### config.mk
export PLATFORM = sky130hd
export DESIGN_NAME = cooler_speed_arbiter
export DESIGN_NICKNAME = d
export VERILOG_FILES = /design/src/rtl/cooler_pkg.sv /design/src/rtl/cooler_tick_gen.sv /design/src/rtl/cooler_speed_arbiter.sv
export SDC_FILE = /design/constraint.sdc
export NUM_CORES = 1
export LEC_CHECK = 0
export ABC_AREA = 1
export CORE_MARGIN = 3
export CORE_UTILIZATION = 55
export DETAILED_ROUTE_END_ITERATION = 7
export PLACE_DENSITY = 0.77
export SETUP_SLACK_MARGIN = 0.2
export SYNTH_ARGS = -nofsm -noshare
export SYNTH_HDL_FRONTEND = slang
export SYNTH_SLANG_ARGS = --single-unit
### constraint.sdc
create_clock -name clk -period 13.9 [get_ports clk]
set_input_delay 1.39 -clock clk [delete_from_list [all_inputs] [get_ports clk]]
set_output_delay 1.39 -clock clk [all_outputs]
set_load 0.01 [all_outputs]
### src/rtl/cooler_pkg.sv
// cooler_pkg: shared widths, state encoding and constants for the cooler controllers
package cooler_pkg;
    localparam int SPEED_W = 12;
    localparam int TEMP_W  = 12;
    localparam logic [SPEED_W-1:0] SPEED_FULL = 12'hFFF;
    typedef enum logic [1:0] {
        ST_AUTO   = 2'd0,
        ST_MANUAL = 2'd1,
        ST_EMERG  = 2'd2,
        ST_KICK   = 2'd3
    } state_t;
endpackage

### src/rtl/cooler_tick_gen.sv
// cooler_tick_gen: free-running divider producing a one-clk control tick every DIV cycles
module cooler_tick_gen #(
    parameter int DIV = 5000000
) (
    input  logic clk,
    input  logic rstn,
    output logic tick_o
);
    localparam int W = DIV > 1 ? $clog2(DIV) : 1;
    localparam logic [W-1:0] LAST = W'(DIV - 1);
    logic [W-1:0] cnt_q;
    assign tick_o = cnt_q == LAST;
    // count 0..DIV-1 and wrap
    always_ff @(posedge clk or negedge rstn) begin
        if (!rstn) cnt_q <= '0;
        else       cnt_q <= tick_o ? '0 : cnt_q + 1'b1;
    end
endmodule

### src/rtl/cooler_speed_arbiter.sv
// cooler_speed_arbiter: arbitrates emergency, manual and auto fan-speed requests with kick and slew
module cooler_speed_arbiter
    import cooler_pkg::*;
#(
    parameter int                 TICK_DIV    = 5000000,
    parameter int                 STEP        = 16,
    parameter logic [TEMP_W-1:0]  TEMP_CRIT   = 12'd3200,
    parameter logic [TEMP_W-1:0]  TEMP_HYST   = 12'd128,
    parameter int                 MAN_TIMEOUT = 600,
    parameter logic [SPEED_W-1:0] KICK_SPEED  = 12'd2048,
    parameter int                 KICK_TICKS  = 5
) (
    input  logic               clk,
    input  logic               rstn,
    input  logic [TEMP_W-1:0]  temp_i,
    input  logic [SPEED_W-1:0] auto_speed_i,
    input  logic               man_valid_i,
    input  logic [SPEED_W-1:0] man_speed_i,
    output logic               man_ready_o,
    input  logic               man_release_i,
    output logic [SPEED_W-1:0] speed_o,
    output logic [1:0]         mode_o,
    output logic               emerg_flag_o
);
    localparam int TW = $clog2(MAN_TIMEOUT + 1);
    localparam int KW = KICK_TICKS > 1 ? $clog2(KICK_TICKS + 1) : 1;
    localparam logic [TW-1:0]     TO_LAST   = TW'(MAN_TIMEOUT - 1);
    localparam logic [KW-1:0]     KICK_LAST = KW'(KICK_TICKS - 1);
    localparam logic [SPEED_W:0]  STEP_W    = (SPEED_W + 1)'(STEP);
    localparam logic [TEMP_W-1:0] EXIT_T    = TEMP_CRIT - TEMP_HYST;

    state_t               state_q, state_d, ret_q, ret_d, mode_sel;
    logic [SPEED_W-1:0]   speed_q, speed_d, man_target_q, man_target_d;
    logic [SPEED_W-1:0]   base, kick_val, target, slewed;
    logic [TW-1:0]        timeout_q, timeout_d;
    logic [KW-1:0]        kick_cnt_q, kick_cnt_d;
    logic signed [SPEED_W:0]   diff;
    logic [SPEED_W:0]          mag, step;
    logic signed [SPEED_W+1:0] sum;
    logic tick, accept, kick_go;

    cooler_tick_gen #(.DIV(TICK_DIV)) u_tick (
        .clk    (clk),
        .rstn   (rstn),
        .tick_o (tick)
    );

    assign man_ready_o  = state_q == ST_AUTO || state_q == ST_MANUAL;
    assign accept       = man_valid_i && man_ready_o;
    assign speed_o      = speed_q;
    assign mode_o       = state_q;
    assign emerg_flag_o = state_q == ST_EMERG;

    // target selection and one slew step toward it, saturating to the speed range
    always_comb begin
        mode_sel = state_q == ST_KICK ? ret_q : state_q;
        base     = mode_sel == ST_MANUAL ? man_target_q : auto_speed_i;
        kick_val = base > KICK_SPEED ? base : KICK_SPEED;
        target   = state_q == ST_EMERG ? SPEED_FULL : state_q == ST_KICK ? kick_val : base;
        diff     = $signed({1'b0, target}) - $signed({1'b0, speed_q});
        mag      = diff[SPEED_W] ? $unsigned(-diff) : $unsigned(diff);
        step     = mag < STEP_W ? mag : STEP_W;
        sum      = $signed({2'b00, speed_q}) + (diff[SPEED_W] ? -$signed({1'b0, step}) : $signed({1'b0, step}));
        slewed   = sum[SPEED_W+1] ? '0 : sum[SPEED_W] ? SPEED_FULL : sum[SPEED_W-1:0];
        kick_go  = tick && speed_q == '0 && base != '0 && !accept;
    end

    // next-state: emergency first, then kick hold, then manual handshake/timeout and slew
    always_comb begin
        state_d      = state_q;
        ret_d        = ret_q;
        speed_d      = speed_q;
        man_target_d = man_target_q;
        timeout_d    = timeout_q;
        kick_cnt_d   = kick_cnt_q;
        if (temp_i >= TEMP_CRIT) begin
            state_d    = ST_EMERG;
            speed_d    = SPEED_FULL;
            timeout_d  = '0;
            kick_cnt_d = '0;
        end else begin
            case (state_q)
                ST_EMERG: begin
                    speed_d = SPEED_FULL;
                    if (temp_i < EXIT_T) state_d = ST_AUTO;
                end
                ST_KICK: begin
                    speed_d = kick_val;
                    if (tick) begin
                        kick_cnt_d = kick_cnt_q + 1'b1;
                        if (kick_cnt_q == KICK_LAST) begin
                            state_d    = ret_q;
                            kick_cnt_d = '0;
                        end
                    end
                end
                default: begin
                    if (tick) speed_d = kick_go ? kick_val : slewed;
                    if (accept) begin
                        state_d      = ST_MANUAL;
                        man_target_d = man_speed_i;
                        timeout_d    = '0;
                    end else if (kick_go) begin
                        state_d = ST_KICK;
                        ret_d   = state_q;
                    end else if (state_q == ST_MANUAL) begin
                        if (man_release_i) begin
                            state_d   = ST_AUTO;
                            timeout_d = '0;
                        end else if (tick) begin
                            timeout_d = timeout_q + 1'b1;
                            if (timeout_q == TO_LAST) begin
                                state_d   = ST_AUTO;
                                timeout_d = '0;
                            end
                        end
                    end
                end
            endcase
        end
    end

    // state registers
    always_ff @(posedge clk or negedge rstn) begin
        if (!rstn) begin
            state_q      <= ST_AUTO;
            ret_q        <= ST_AUTO;
            speed_q      <= '0;
            man_target_q <= '0;
            timeout_q    <= '0;
            kick_cnt_q   <= '0;
        end else begin
            state_q      <= state_d;
            ret_q        <= ret_d;
            speed_q      <= speed_d;
            man_target_q <= man_target_d;
            timeout_q    <= timeout_d;
            kick_cnt_q   <= kick_cnt_d;
        end
    end
endmodule

## Word-level counts from Yosys, hierarchy flattened

Index checks and enable logic that the tools add are counted.
Widths: inputs -> output; s select.

| operators by class | value |
|---|---|
| add/sub/neg operators | 7 |
| reduce and logical (&&, ||, !) cells | 23 |
| eq/ne operators | 12 |
| bitwise logic cells | 3 |
| order comparisons | 4 |
| muxes and demuxes | 38 |

Operators by type and width:

| cell | count |
|---|---|
| $mux 12 | 9 |
| $mux 10 | 8 |
| $mux 13 | 2 |
| $pmux 12 s2 | 1 |
| $add 23x1->23 const B | 1 |
| $eq 23x23->1 const B | 1 |
| $mux 23 | 1 |
| $mux 2 | 11 |
| $add 13x14->14 | 1 |
| $mux 14 | 1 |
| $neg 13->14 | 1 |
| $lt 13x5->1 const B | 1 |
| $neg 13->13 | 1 |
| $sub 12x12->13 | 1 |
| $ge 12x12->1 const B | 1 |
| $gt 12x12->1 const B | 1 |
| $logic_not 12->1 | 1 |
| $lt 12x12->1 const B | 1 |
| $mux 3 | 4 |
| $reduce_bool 12->1 | 1 |
| $reduce_bool 6->1 | 2 |
| $add 10x1->10 const B | 1 |
| $eq 10x10->1 const B | 1 |
| $reduce_and 4->1 | 2 |
| other kinds (21) | 32 |

| storage, ports and cells | value |
|---|---|
| bits of input ports | 40 |
| word-level logic and storage cells | 94 |
| register bits after elaboration | 64 |

## Depth between registers and ports, before layout

Gate-level depths: netlist of the first run.

| logic depth | value |
|---|---|
| word-level depth | 22 |
| gate-level depth with buffers | 56 |
| mapped depth without buffers | 54 |

## By module

Synthesis of the first run repeated with hierarchy kept, for this count alone.

| unflattened totals | value |
|---|---|
| cells, all modules | 890 |
| area, all modules | 6030.8 sq um |

By module, submodules not included:

| module | instances | area each (sq um) | seq. area each (sq um) | cells an instance |
|---|---|---|---|---|
| cooler_speed_arbiter | 1 | 4650.7 | 1026.0 | 700 |
| cooler_tick_gen | 1 | 1380.1 | 575.6 | 190 |

## Worst setup path after synthesis of the first run

Ideal clock, no wire load.

| timing path | value |
|---|---|
| kind | input-to-reg |
| start | input port auto_speed_i[6] |
| end | register speed_q[0] (netlist: speed_o[0]) |
| arrival time | 6.664 ns |
| library setup time | 0.118 ns |
| stages | 48 |
| path slack | 7.117 ns |
| cell sequence | inv_1 -> nand2_1 -> o21ai_1 -> nand4_1 -> nor2_1 -> nand4_1 -> nand2_1 -> buf_2 -> nor2_1 -> o21ai_0 -> o21a_1 -> ha_1 -> fa_1 -> ha_1 -> a21boi_1 -> nand2_1 -> nor2_1 -> nand2_1 -> [... 12 more ...] -> xor2_1 -> ha_1 -> inv_1 -> nor3_1 -> nand2_1 -> o211ai_1 -> nand2_1 -> nand2_1 -> a21oi_1 -> o21ai_0 -> a21o_1 -> nand3_1 -> nand2_1 -> nand2_2 -> nand2_4 -> nor2_1 -> nor2_1 -> nor2_1 |

| between the ends | value |
|---|---|
| longest elaborated chain between the ends | 19 |
| elaborated cells between the ends (all ways) | 22 |

RTL lines:

| what | RTL line | source |
|---|---|---|
| start: declaration | cooler_speed_arbiter.sv:16 | `input logic [SPEED_W-1:0] auto_speed_i,` |
| $mux 12 (*) | cooler_speed_arbiter.sv:57 | `base = mode_sel == ST_MANUAL ? man_target_q : auto_speed_i;` |
| $gt 12x12->1 | cooler_speed_arbiter.sv:58 | `kick_val = base > KICK_SPEED ? base : KICK_SPEED;` |
| $mux 12 | cooler_speed_arbiter.sv:58 |  |
| $mux 12 (2 in series) | cooler_speed_arbiter.sv:59 | `target = state_q == ST_EMERG ? SPEED_FULL : state_q == ST_KICK ? kick_val : base;` |
| $sub 12x12->13 | cooler_speed_arbiter.sv:60 | `diff = $signed({1'b0, target}) - $signed({1'b0, speed_q});` |
| $neg 13->13 | cooler_speed_arbiter.sv:61 | `mag = diff[SPEED_W] ? $unsigned(-diff) : $unsigned(diff);` |
| $mux 13 | cooler_speed_arbiter.sv:61 |  |
| $lt 13x5->1 | cooler_speed_arbiter.sv:62 | `step = mag < STEP_W ? mag : STEP_W;` |
| $mux 13 | cooler_speed_arbiter.sv:62 |  |
| $neg 13->14 | cooler_speed_arbiter.sv:63 | `sum = $signed({2'b00, speed_q}) + (diff[SPEED_W] ? -$signed({1'b0, step}) : $signed({1'b0, step}));` |
| $mux 14 | cooler_speed_arbiter.sv:63 |  |
| $add 13x14->14 | cooler_speed_arbiter.sv:63 |  |
| $mux 12 (2 in series) | cooler_speed_arbiter.sv:64 | `slewed = sum[SPEED_W+1] ? '0 : sum[SPEED_W] ? SPEED_FULL : sum[SPEED_W-1:0];` |
| $mux 12 (2 in series) | cooler_speed_arbiter.sv:98 | `if (tick) speed_d = kick_go ? kick_val : slewed;` |
| $pmux 12 s2 (*) | cooler_speed_arbiter.sv:82 | `case (state_q)` |
| $mux 12 (*) | cooler_speed_arbiter.sv:76 | `if (temp_i >= TEMP_CRIT) begin` |
| end signal: assignment | cooler_speed_arbiter.sv:135 | `speed_q <= speed_d;` |
| end: declaration | cooler_speed_arbiter.sv:33 | `logic [SPEED_W-1:0] speed_q, speed_d, man_target_q, man_target_d;` |

Mark *: on every way between the ends. The rest lies on a longest branch, timed or not. The select of a mux whose other input is x is not followed.
A chain may end at the register's enable or synchronous reset.

## Worst setup path after layout of the first run

| timing path | value |
|---|---|
| start | register state_q[1] (netlist: mode_o[1]) |
| end | register speed_q[4] (netlist: speed_o[4]) |

| between the ends | value |
|---|---|
| longest elaborated chain between the ends | 22 |
| elaborated cells between the ends (all ways) | 32 |

RTL lines:

| what | RTL line | source |
|---|---|---|
| start: declaration | cooler_speed_arbiter.sv:32 | `state_t state_q, state_d, ret_q, ret_d, mode_sel;` |
| start signal: assignment | cooler_speed_arbiter.sv:133 | `state_q <= state_d;` |
| $eq 2x2->1 | cooler_speed_arbiter.sv:56, cooler_speed_arbiter.sv:59, cooler_speed_arbiter.sv:82 |  |
| $mux 2 | cooler_speed_arbiter.sv:56 | `mode_sel = state_q == ST_KICK ? ret_q : state_q;` |
| $eq 2x1->1 | cooler_speed_arbiter.sv:57 |  |
| $mux 12 | cooler_speed_arbiter.sv:57 |  |
| $gt 12x12->1 | cooler_speed_arbiter.sv:58 |  |
| $mux 12 | cooler_speed_arbiter.sv:58 |  |
| $mux 12 (2 in series) | cooler_speed_arbiter.sv:59 |  |
| $sub 12x12->13 | cooler_speed_arbiter.sv:60 |  |
| [... 3 more ...] | -- |  |
| $mux 13 | cooler_speed_arbiter.sv:62 |  |
| $neg 13->14 | cooler_speed_arbiter.sv:63 |  |
| $mux 14 | cooler_speed_arbiter.sv:63 |  |
| $add 13x14->14 | cooler_speed_arbiter.sv:63 |  |
| $mux 12 (2 in series) | cooler_speed_arbiter.sv:64 |  |
| $mux 12 (2 in series) | cooler_speed_arbiter.sv:98 |  |
| $pmux 12 s2 | cooler_speed_arbiter.sv:82 |  |
| $mux 12 | cooler_speed_arbiter.sv:76 |  |

Several ways; a longest one is shown, not always the timed one. The select of a mux whose other input is x is not followed.

==> qor.yml, run 1 <==
yosys:
  synth_compound_area_frac: 0.113
  syn-instance-count: 888
  synth_top_family_by_area: "simple AND/OR/NAND/NOR gates"
  synth_edf_count: 0
  ys_types: 53
  synth_fp_nets: 961
  synth-xor-area-share: 0.0358
  synthAdderAreaFrac: 0.0732
  ys_warn_count: 0
  ys_seq_area_frac: 0.274
  synthSimpleGateAreaFrac: 0.367
  synthFlopType: "dfrtp_1"
  async_flop_share: 1.00
  synth_mux_area_frac: 0.0227
  avgSynthCellArea_um2: 6.58
  syn_area_mm2: 0.00584
  ys_ff_latch: 64
power:
  powerDensity_mw_per_mm2: 281
  sequentialPowerShare: 0.141
  netSwitchingPower_uw: 1030
  peakVddDrop_uv: 177
  clkPwrFrac: 0.088
  power.internal_uw: 828
  pwr-share-comb: 0.770
  p_sw_frac: 0.555
  leakage_uw: 0.00333
routing:
  vias: 5799
  firstDrtPassIters: 5
  wirelength_um: 14500
  post_drt_via_cell_ratio: 5.40
  routedWlPerCell_um: 13.5
  drc: 0
  drtAntennaViolNets: 0
  drt_iter0_drc: 429
critical_path:
  crit_path_top_delay_cell: "dfrtp_1"
  r2r_setup_slack_ns: 5.37
  critPathKind: "flip-flop to flip-flop"
  ff2ff_path_depth: 50
  arrival_ns: 8.78
  cp-start-kind: "flip-flop"
  rr_startpoint: "mode_o[1]"
  endpoint_kind: "flip-flop"
  critPathLaunch: "mode_o[1]"
  cpMostUsedCell: "nand2_1"
  crit_fanout: 32
  crit_end: "speed_o[4]"
  rr_endpoint: "speed_o[4]"
  worstPathRequired_ns: 14.15
  cp_slowest_stage_delay_ns: 0.93
clocking:
  h-tree-depth: 3
  cts_setup_buffers: 0
  cts_hold_buf: 0
  cts-root-buf: "clkbuf_8"
  cts.path.max_buffers: 2
  clk_pin_slew_ns: 0.07
  cts_resized: 0
  cts_tree: "built"
  numCtsBuffers: 9
  clkLatencyLatePin_ns: 0.35
  clkSinkCount: 64
timing:
  tightestPinTransition_ns: 0.884
  setup_viol: 0
  report.final.slew_viol_count: 0
  fmax_mhz: 117
  finalHoldViolations: 0
  finalCritPeriodShare: 0.614
  finalHoldWorstSlack_ns: 0.494
  rsz0062_at_grt: "false"
  relSlewSlack: 0.411
  finClkSkew_ns: 0.00792
  min_period_ns: 8.53
  tns_ns: 0
place:
  globalplace.congestion: 0.981
  dp_cells: 1057
  placed_area_mm2: 0.00642
  io_buffers: 48
  hpwl_um: 11400
cells_and_area:
  fill_cells: 896
  drive_above_1_share: 0.0745
  area_growth_pct: 13.3
  stdcell_count: 1073
  fin_area_mm2: 0.00662
  n_antenna_cell: 0
  fin_nets: 1008
global_route:
  antenna_found_initial: 0
  grt_pass1_vias: 5435
  grt_pass1_wl_um: 24900
  grt_usage: 0.263
  grt_overflow: 0
  grt_start_max_net_pins: 65
floorplanning:
  initial_core_util: 0.582
  pin_count: 56
  die_area_mm2: 0.0119
  core_mm2: 0.0100
  die_h_um: 109
  row_count: 36
  die_w_um: 109
run_status:
  status: "finished, final reports clean"
flow_run:
  drv_cap: 0
hold_path:
  hold_path_class: "flip-flop to flip-flop"
==> worst max-delay path, delay by kind of cell (launching register included) <==
kind,cells,cell delay [ns]
simple gates,30,3.69
compound gates,10,1.83
fa+ha+maj,5,1.44
flops,1,0.93
buf+inv,4,0.36
xor+xnor,1,0.17
==> synthesized netlist by cell type (3+ instances only) <==
cell      instances  area share
nand2_1         197        0.13
buf_6             4      0.0077
clkbuf_1          7      0.0045
xor2_1           17       0.025
nand3_2          12       0.021
nor4_1           11       0.012
nor3_1           20       0.017
ha_1             31       0.066
o21ai_1          11      0.0094
xnor2_1           5      0.0075
dfrtp_1          64        0.27
a21oi_1          46       0.039
o21ai_0          41       0.035
nand2_4           4      0.0077
nand4_1          14       0.015
nand3_1          75       0.064
mux2_2           10       0.019
inv_1           141       0.091
nor2_1          119       0.076
nand2_2           9      0.0096
inv_2             6      0.0039
o211ai_1          3      0.0039
==> per-layer routing <==
metal,global-route usage,vias up,part of all wire
li1,-,2970,-
met1,0.355,2654,0.46
met2,0.439,152,0.47
met3,0.0326,23,0.050
met4,0.0803,0,0.016
met5,0,-,0
==> sequential cells by signal, summed over array words and instances, names as in the netlist <==
name,count
mode_o,2
kick_cnt_q,3
timeout_q,10
man_target_q,12
u_tick.cnt_q,23
speed_o,12
ret_q,2
==> placed cells by master, fill, tap and decap left out, drive strengths merged, types with 2 or more instances in the layout <==
cell type	count
nand2	210
inv	148
nor2	121
nand3	88
dfrtp	64
o21ai	53
clkdlybuf4s50	47
a21oi	47
ha	31
nor3	20
xor2	18
nand4	15
clkbuf	14
nor4	11
mux2	10
xnor2	5
buf	4
o211ai	3
or2	3
clkinv	2
mux2i	2
o21bai	2
o21a	2
a31oi	2
fa	2
o2111ai	2
==> power groups by stage <==
| stage | combinational (uW) | clock (uW) | sequential (uW) |
|---|---|---|---|
| CTS | 1420 | 168 | 262 |
| floorplan | 1130 | 0 | 255 |
| finish | 1430 | 164 | 263 |
| detailed placement | 1410 | 0 | 265 |
| global placement | 1370 | 0 | 264 |
| global route | 1630 | 176 | 268 |
==> kinds of logic after synthesis <==
kind of cell               Yosys count
AOI/OAI and AO/OA                  119
xor gates and xnor gates            23
adders and majority gates           33
buffers and inverters              165
DFF                                 64
muxes                               12
and+or+nand+nor                    472
==> area by class of cell <==
cell class | count | area (um^2) | area share
multi-input combinational | 659 | 3590 | 0.542
clock inverter | 2 | 37.5 | 0.00567
tap | 133 | 166 | 0.0251
clock buffer | 14 | 163 | 0.0246
inverter | 150 | 566 | 0.0855
sequential | 64 | 1600 | 0.242
timing repair buffer | 51 | 498 | 0.0753
==> worst min-delay path by stage <==
stage               startpoint               to  slack (ns)  depth (start not counted)
6_report       u_tick.cnt_q[2]  u_tick.cnt_q[2]        0.49                          1
5_1_grt               ret_q[1]         ret_q[1]        0.52                          2
4_1_cts               ret_q[1]         ret_q[1]        0.49                          2
3_5_place_dp          ret_q[1]         ret_q[1]        0.48                          2
3_3_place_gp          ret_q[1]         ret_q[1]        0.47                          2
2_1_floorplan         ret_q[1]         ret_q[1]        0.46                          2
==> through the flow <==
| step | setup WS (ns) | total power, uW | utilization |
|---|---|---|---|
| finish | 5.37 | 1860 | 0.659 |
| global route | 4.34 | 2070 | 0.659 |
| CTS | 5.58 | 1850 | 0.659 |
| detailed placement | 5.61 | 1680 | 0.639 |
| global placement | 5.85 | 1640 | 0.639 |
| floorplan | 7.12 | 1390 | - |
Note: power is estimated with default switching activity, not from simulation.
==> inputs of run 2 (changes only) <==
==> constraint.sdc (replaced) <==
create_clock -name clk -period 8.6 [get_ports clk]
set_input_delay 0.86 -clock clk [delete_from_list [all_inputs] [get_ports clk]]
set_output_delay 0.86 -clock clk [all_outputs]
set_load 0.01 [all_outputs]
==> run 2 against run 1 <==
Effect of this change: register-to-register slack got worse by 4.4 ns; design area is 0.47% higher; critical endpoint is now speed_o[0]; fmax increased by 12%.
==> qor.yml, run 2 (same netlist as run 1, synthesis figures left out) <==
clocking:
  clkLatencyLatePin_ns: 0.35  # about the same
  cts_resized: 0  # unchanged
  cts_hold_buf: 0  # unchanged
  numCtsBuffers: 9  # unchanged
  cts-root-buf: "clkbuf_8"
  clkSinkCount: 64  # unchanged
  cts_tree: "built"
  h-tree-depth: 3  # unchanged
  clk_pin_slew_ns: 0.08  # about the same
  cts_setup_buffers: 0  # unchanged
  cts.path.max_buffers: 2  # unchanged
cells_and_area:
  drive_above_1_share: 0.0829  # +0.00842
  multi_input_area_mm2: 0.00361  # +0.70%
  final_common_cell: "nand2_1"
  n_antenna_cell: 0  # unchanged
  area_growth_pct: 13.8
  mostFrequentLayoutCells: "nand2_1 (195), inv_1 (141), nor2_1 (119)"
  fill_cells: 907  # +1.2%
  largest_register_ffs: 23  # unchanged
  largest_register: "u_tick.cnt_q"
  fin_nets: 1009  # +0.099%
  regArea_mm2: 0.00160  # unchanged
timing:
  finalCritPeriodShare: 0.890  # +0.276
  setup_viol: 0  # unchanged
  relSlewSlack: 0.461  # +0.0500
  report.final.slew_viol_count: 0  # unchanged
  finalHoldViolations: 0  # unchanged
  rsz0062_at_grt: "false"
  tightestPinTransition_ns: 0.809  # -0.0751 ns
  fmax_mhz: 131  # +12%
  tns_ns: 0  # unchanged
  worst_slack_ns: 0.950  # -4.42 ns
  min_period_ns: 7.65  # -0.882 ns
  finClkSkew_ns: 0.0160  # +0.00804 ns
critical_path:
  ff2ff_path_depth: 45  # -10%
  rr_startpoint: "mode_o[0]"
  arrival_ns: 7.90  # -0.88 ns
  path_delay_family: "simple AND/OR/NAND/NOR gates"
  critPathKind: "flip-flop to flip-flop"
  endpoint_kind: "flip-flop"
  cp_slowest_stage_delay_ns: 0.47  # -0.46 ns
  crit_path_top_delay_cell: "dfrtp_1"
  r2r_setup_slack_ns: 0.95  # -4.42 ns
  crit_fanout: 20  # -38%
  cpMostUsedCell: "nand2_1"
  crit_buf_inv: 4  # unchanged
  worstPathRequired_ns: 8.84  # -5.31 ns
  cp-start-kind: "flip-flop"
  rr_endpoint: "speed_o[0]"
global_route:
  grt_usage: 0.261  # -0.00212
  antenna_found_initial: 0  # unchanged
  grt_start_max_net_pins: 65  # unchanged
  grt_overflow: 0  # unchanged
  grt_pass1_vias: 5509  # +1.4%
  grt_pass1_wl_um: 24900  # -0.16%
power:
  p_sw_frac: 0.558  # +0.00273
  netSwitchingPower_uw: 1690  # +64%
  pwr-share-comb: 0.775  # +0.005
  peakVddDrop_uv: 306  # +74%
  sequentialPowerShare: 0.138  # -0.003
  powerDensity_mw_per_mm2: 456  # +62%
  finalPower_uw: 3030  # +63%
  power.internal_uw: 1340  # +62%
  clkPwrFrac: 0.087  # about the same
  leakage_uw: 0.00334  # +0.55%
place:
  globalplace.congestion: 0.990  # +0.93%
  io_buffers: 48  # unchanged
  place_ws_ns: 0.708  # -4.90 ns
  hpwl_um: 11500  # +0.79%
floorplanning:
  die_area_mm2: 0.0119  # unchanged
  initial_core_util: 0.582  # unchanged
  die_h_um: 109  # unchanged
  pin_count: 56  # unchanged
  die_w_um: 109  # unchanged
  row_count: 36  # unchanged
  core_mm2: 0.0100  # unchanged
hold_path:
  hold_start: "u_tick.cnt_q[2]"
  hold_path_end: "u_tick.cnt_q[2]"
  hold_path_class: "flip-flop to flip-flop"
  hold_depth: 1  # unchanged
routing:
  drtAntennaViolNets: 0  # unchanged
  drt_iter0_drc: 392  # -8.6%
  routedWlPerCell_um: 13.8  # +1.8%
  firstDrtPassIters: 5  # unchanged
  wirelength_um: 14800  # +1.9%
  post_drt_via_cell_ratio: 5.49  # +1.6%
  drc: 0  # unchanged
  vias: 5900  # +1.7%
run_status:
  status: "finished, final reports clean"
flow_run:
  drv_cap: 0  # unchanged
## run 2: changes by cell type in the layout (fill, tap and decap cells not counted), moves of 2 or more
cell / before / now
o21ai_2: 1 / 5
nand2_1: 197 / 195
clkinv_2: 0 / 2
o21ai_1: 11 / 7
## run 2: routing by layer
layer / track usage / vias to the layer above / wire, um
met5: 0 / - / 0
met4: 0.107 / 0 / 387
met3: 0.0379 / 29 / 756
met2: 0.423 / 175 / 6780
met1: 0.348 / 2726 / 6870
li1: - / 2970 / -
## run 2: how the worst max path moves through the flow
stage,depth (start not counted),end,slack (ns),start
2_1_floorplan,51,speed_o[0],2.23,mode_o[0]
3_3_place_gp,48,speed_o[9],1.00,mode_o[0]
3_5_place_dp,48,speed_o[0],0.71,mode_o[0]
4_1_cts,48,speed_o[0],0.66,mode_o[0]
5_1_grt,47,speed_o[0],0.23,mode_o[0]
6_report,45,speed_o[0],0.95,mode_o[0]
## run 2: area by class of cell
class / instances / share of cell area
multi-input cells: 659 / 0.543
flip-flops and latches: 64 / 0.241
inverters: 150 / 0.0851
repair buffers: 52 / 0.0760
well taps: 133 / 0.0250
clock buffers: 13 / 0.0239
clock inverters: 3 / 0.00602
## run 2: power groups by stage
stage	clock [uW]	sequential [uW]	combinational, uW
2_1_floorplan	0	413	1830
3_3_place_gp	0	420	2230
3_5_place_dp	0	422	2300
4_1_cts	269	417	2310
5_1_grt	284	424	2640
6_report	265	418	2350
## run 2: stage by stage
step / hold slack [ns] / utilization / instance area [um^2] / cells
floorplan: 0.456 / - / 5840 / 888
global placement: 0.475 / 0.640 / 6420 / 1058
detailed placement: 0.483 / 0.640 / 6420 / 1058
CTS: 0.496 / 0.659 / 6620 / 1074
global route: 0.519 / 0.662 / 6650 / 1074
finish: 0.493 / 0.662 / 6650 / 1074
==> patch 1, RTL diff (flow settings as in run 1) <==
Make the reset (`rstn`) synchronous in 2 clocked blocks.
--- a/src/rtl/cooler_tick_gen.sv
+++ b/src/rtl/cooler_tick_gen.sv
@@ -13,3 +13,3 @@
     // count 0..DIV-1 and wrap
-    always_ff @(posedge clk or negedge rstn) begin
+    always_ff @(posedge clk) begin
         if (!rstn) cnt_q <= '0;
--- a/src/rtl/cooler_speed_arbiter.sv
+++ b/src/rtl/cooler_speed_arbiter.sv
@@ -123,3 +123,3 @@
     // state registers
-    always_ff @(posedge clk or negedge rstn) begin
+    always_ff @(posedge clk) begin
         if (!rstn) begin
Check against the original RTL: differs if rstn is asserted again (counterexample within 4 cycles, from zero or initial values and one cycle with rstn low); with rstn held inactive, the same outputs for 10 cycles.
==> patch 1 against run 1 <==
  * Via count grew 0.83%
  * Synthesized area shrank 3.9%
  * Wire length shrank 4.7%
  * Sequential cell count is the same
  * Final area shrank 4.1%
  * Setup slack gained 0.10 ns
  * Non-clock buffer count shrank 3
  * Final cell count grew 2.3%
  * Maximum frequency grew 1.2%
  * Critical endpoint is now speed_o[9]
Power is not compared: it rests on default switching activity, and its combinational part moved more than twofold at a synthesized area within 25%.
==> patch 1: results (changes against run 1) <==
- Hold Path End: u_tick.cnt_q[0]
- Slowest CP cell: dfxtp_1
- Largest net degree at the start of global routing: 29 (-55%)
- Slowest stage delay, CP: 0.88 ns (-0.05 ns)
- HPWL Detailed: 10,840 um (-5.1%)
- GR Util met1: 31.22% (-4.3 points)
- Slew headroom: 37.31% (-3.8 points)
- Total GRT Usage: 24.86% (-1.4 points)
- WP data arrival: 8.70 ns (-0.08 ns)
- Vias in the first global route: 5,290 (-2.7%)
- Met1 WL: 6372 um (-5.6%)
- Register area share after synthesis: 22.82% (-4.6 points)
- Initial antenna violation count: 0 (unchanged)
- First-pass GRT wire length: 23,650 um (-5.1%)
- Global routing usage on met3: 3.131% (-0.13 points)
- First-pass iteration count of the detailed router: 6 (+1)
- Clock buffer depth: 2 (unchanged)
- Syn. warnings: 0 (unchanged)
- Count of cell types in the netlist: 46 (-13%)
- Status: completed
- Met2 wire length: 6759 um (-0.72%)
- Syn nets: 995 (+3.5%)
- Clk_skew: 0.008164 ns (+0.0002415 ns)
- Layout cells sized above 1: 6.528% (-0.92 points)
- Synth cell count leaders: 193 x nand2_1, 141 x inv_1, 129 x nor2_1
- Synth area leaders: dfxtp_1 23%, nand2_1 13%, inv_1 9.4%, nor2_1 8.6%, ha_1 6.9%
- Fin Hold WS: 0.4505 ns (-0.04345 ns)
- Clk_lat worst skew: 0.34 ns
- Reg-to-reg endpoint: speed_o[9]
- Ys async rst share: 0% (-100 points)
- CTS buffer count: 9 (unchanged)
- Final Wtd Congestion: 0.9048 (-7.7%)
- Ant. Diodes: 0 (unchanged)
- Worst hold path class: register to register
- Worst Hold Launch: u_tick.cnt_q[0]
- Reg-to-Reg Start: mode_o[1]
- Met3 wire len: 519 um (-29%)
- Most flops, register: u_tick.cnt_q
- Layout Nets: 1,033 (+2.5%)
- Peak VDD IR: 0.06722 mV
- R2r worst-path depth: 50 (unchanged)
- Reg2reg setup slack: 5.47 ns (+0.10 ns)
- Crit Path Max Fanout: 27 (-16%)
- Final std cells w/o fill: 1,098 (+2.3%)
- Synth Area per Inst: 6.089 um2 (-7.5%)
- # fillers: 951 (+6.1%)
- Initial DRC Count: 403 (-6.1%)
- WL per Instance: 12.60 um (-6.9%)
- Placed Area: 6125 um2 (-4.6%)
- Count of input and output buffers: 48 (unchanged)
- GR Util met2: 44.95% (+1.1 points)
- Number of post-CTS setup repair buffers: 0 (unchanged)
- Via count: 5,847 (+0.83%)
[patch 1: cell count changes after synthesis, sizes merged, moves of 3 or more]
cell / run 1 / this run
a31oi: 2 / 6
nor3: 20 / 25
dfrtp: 64 / 0
dfxtp: 0 / 64
nand3: 88 / 81
inv: 148 / 145
xor2: 18 / 12
nor3b: 1 / 9
mux2: 10 / 0
or2: 3 / 6
buf: 8 / 12
nor2: 121 / 139
o21ai: 53 / 66
[patch 1: how the worst max path moves through the flow]
stage	startpoint	endpoint	slack, ns	depth (start not counted)
floorplan	auto_speed_i[5]	speed_o[2]	7.21	50
global placement	auto_speed_i[6]	speed_o[2]	5.58	50
detailed placement	auto_speed_i[6]	speed_o[9]	5.49	50
CTS	mode_o[1]	speed_o[9]	5.55	52
global route	mode_o[1]	speed_o[9]	4.43	50
finish	mode_o[1]	speed_o[9]	5.47	50
[patch 1: layout make-up]
class / instances / area, um2 / area share (%)
Timing Repair Buffer: 48 / 480.5 / 7.571
Tap cell: 133 / 166.4 / 2.622
Multi-Input combinational cell: 691 / 3649 / 57.49
Clock buffer: 10 / 127.6 / 2.011
Sequential cell: 64 / 1281 / 20.19
Clock inverter: 6 / 93.84 / 1.479
Inverter: 146 / 548.0 / 8.636
[patch 1: power by group]
group          switching, uW  leakage (uW)  internal [uW]
combinational            223       0.00231            126
clock                   75.8      0.000107            102
sequential              10.3      0.000522            192
[patch 1: cells by family after synthesis]
logic type | after synthesis | synth area share, %
AOI/OAI and AO/OA | 136 | 13.31
xor gates and xnor gates | 18 | 2.942
adders and majority gates | 33 | 7.622
buffers and inverters | 167 | 12.19
DFF | 64 | 22.82
muxes | 3 | 0.5349
and+or+nand+nor | 501 | 40.58
==> patch 2, RTL diff (config.mk and constraints of run 1) <==
Without the edit above. Set the package constant `SPEED_W` to 14 (it was 12).
--- a/src/rtl/cooler_pkg.sv
+++ b/src/rtl/cooler_pkg.sv
@@ -2,3 +2,3 @@
 package cooler_pkg;
-    localparam int SPEED_W = 12;
+    localparam int SPEED_W = 14;
     localparam int TEMP_W  = 12;
Interface: changed (resized auto_speed_i, man_speed_i and speed_o); port bits go from 56 to 62. No check against the original RTL was run, so the function may have changed too.
==> patch 2 against run 1 <==
  * Wire length is 12% higher
  * Highest routed layer unchanged
  * Synthesized area is 14% higher
  * Final area is 15% higher
  * Setup slack worse by 1.5 ns
  * Sequential cell count is 4 higher
Power is not shown: default switching activity piles up to over one toggle a cycle in this logic, so the estimate is an artifact.
==> patch 2: results (changes against run 1) <==
- Slowest stage delay, CP: 0.80 ns (-0.13 ns)
- HPWL Detailed: 12,900 um (+13%)
- Adder-cell share of the synthesized area: 7.717% (+0.39 points)
- Synth Area in Compound Gates: 12.87% (+1.5 points)
- Synth Area per Inst: 6.667 um2 (+1.3%)
- Count of input and output buffers: 54 (+13%)
- Slew headroom: 37.57% (-3.5 points)
- DP Worst Slack: 4.016 ns (-1.592 ns)
- Synth area leaders: dfrtp_1 25%, nand2_1 13%, inv_1 9.7%, ha_1 7.1%, nand3_1 6.6%
- Status: completed
- WP data arrival: 10.29 ns (+1.51 ns)
- Slowest CP cell: o211ai_2
- FF+latch count, synth: 68 (+6.3%)
- Crit Path Max Fanout: 27 (-16%)
- Invs w/o clock: 186 (+24%)
- Reg2reg setup slack: 3.88 ns (-1.48 ns)
- Count of cell types in the netlist: 52 (-1.9%)
- Mux cell area share after synthesis: 2.004% (-0.27 points)
- Row Count: 39 (+8.3%)
- Clk_skew: 0.004248 ns (-0.003675 ns)
- Prevailing post-synth register cell: dfrtp_1
- Hold Path End: ret_q[1]
- Critical path origin: mode_o[1]
- Vias in the first global route: 5,863 (+7.9%)
- Final std cells w/o fill: 1,199 (+12%)
- # fillers: 1,066 (+19%)
- Multi-input logic portion of the cell area: 54.84% (+0.65 points)
- WL per Instance: 13.54 um (about the same)
- Largest net degree at the start of global routing: 69 (+6.2%)
- Clkbuf count: 11 (-3)
- Total GRT Usage: 25.20% (-1.1 points)
- Fin Hold WS: 0.4651 ns (-0.02884 ns)
- Reg-to-reg endpoint: speed_o[12]
- #MultiIn Comb: 730 (+11%)
- Non-clock buffer share: 7.329% (-0.20 points)
- Worst Hold Launch: ret_q[1]
- Placed Cells: 1,184 (+12%)
- Clk root buf: clkbuf_16
- Initial DRC Count: 518 (+21%)
- Register area share after synthesis: 25.47% (-1.9 points)
- Clk tree area frac: 3.961% (+0.94 points)
- Non-clock buffers: 57 (+12%)
- Vias per Instance: 5.374 (-0.55%)
- Clock-pin slew on the worst setup and hold paths: 0.05 ns (-0.02 ns)
- Layout cells sized above 1: 9.470% (+2.0 points)
- Syn nets: 1,086 (+13%)
- WHS Path Cells: 2 (+1)
- Final Wtd Congestion: 0.8963 (-8.6%)
- Placed Area: 7312 um2 (+14%)
- Fin util: 65.28% (-0.60 points)
- FF/Latch Area: 1702 um2 (+6.2%)
- Post-synthesis xor/xnor area fraction: 2.753% (-0.82 points)
[patch 2: worst max-delay path by stage]
stage	slack, ns	cells past startpoint	endpoint
2_1_floorplan	6.35	54	speed_o[10]
3_3_place_gp	4.18	54	speed_o[12]
3_5_place_dp	4.02	51	speed_o[13]
4_1_cts	3.95	51	speed_o[13]
5_1_grt	2.83	51	speed_o[13]
6_report	3.88	51	speed_o[12]
[patch 2: worst register-to-register path, delay by kind of cell, from the launching register on]
| family | cells | cell delay [ns] |
|---|---|---|
| multiplexers | 1 | 0.54 |
| buffers and inverters | 6 | 0.74 |
| AND/OR/NAND/NOR | 29 | 4.20 |
| flip-flops | 1 | 0.74 |
| AO/OA/AOI/OAI | 11 | 2.43 |
| adder cells (fa/ha/maj) | 4 | 1.31 |
[patch 2: layer usage]
metal | vias to the layer above | track usage, % | routed length, um
li1 | 3374 | - | -
met5 | - | 0 | 0
met1 | 2918 | 34.89 | 7716
met3 | 16 | 2.953 | 687
met2 | 136 | 41.58 | 7568
met4 | 0 | 7.579 | 256
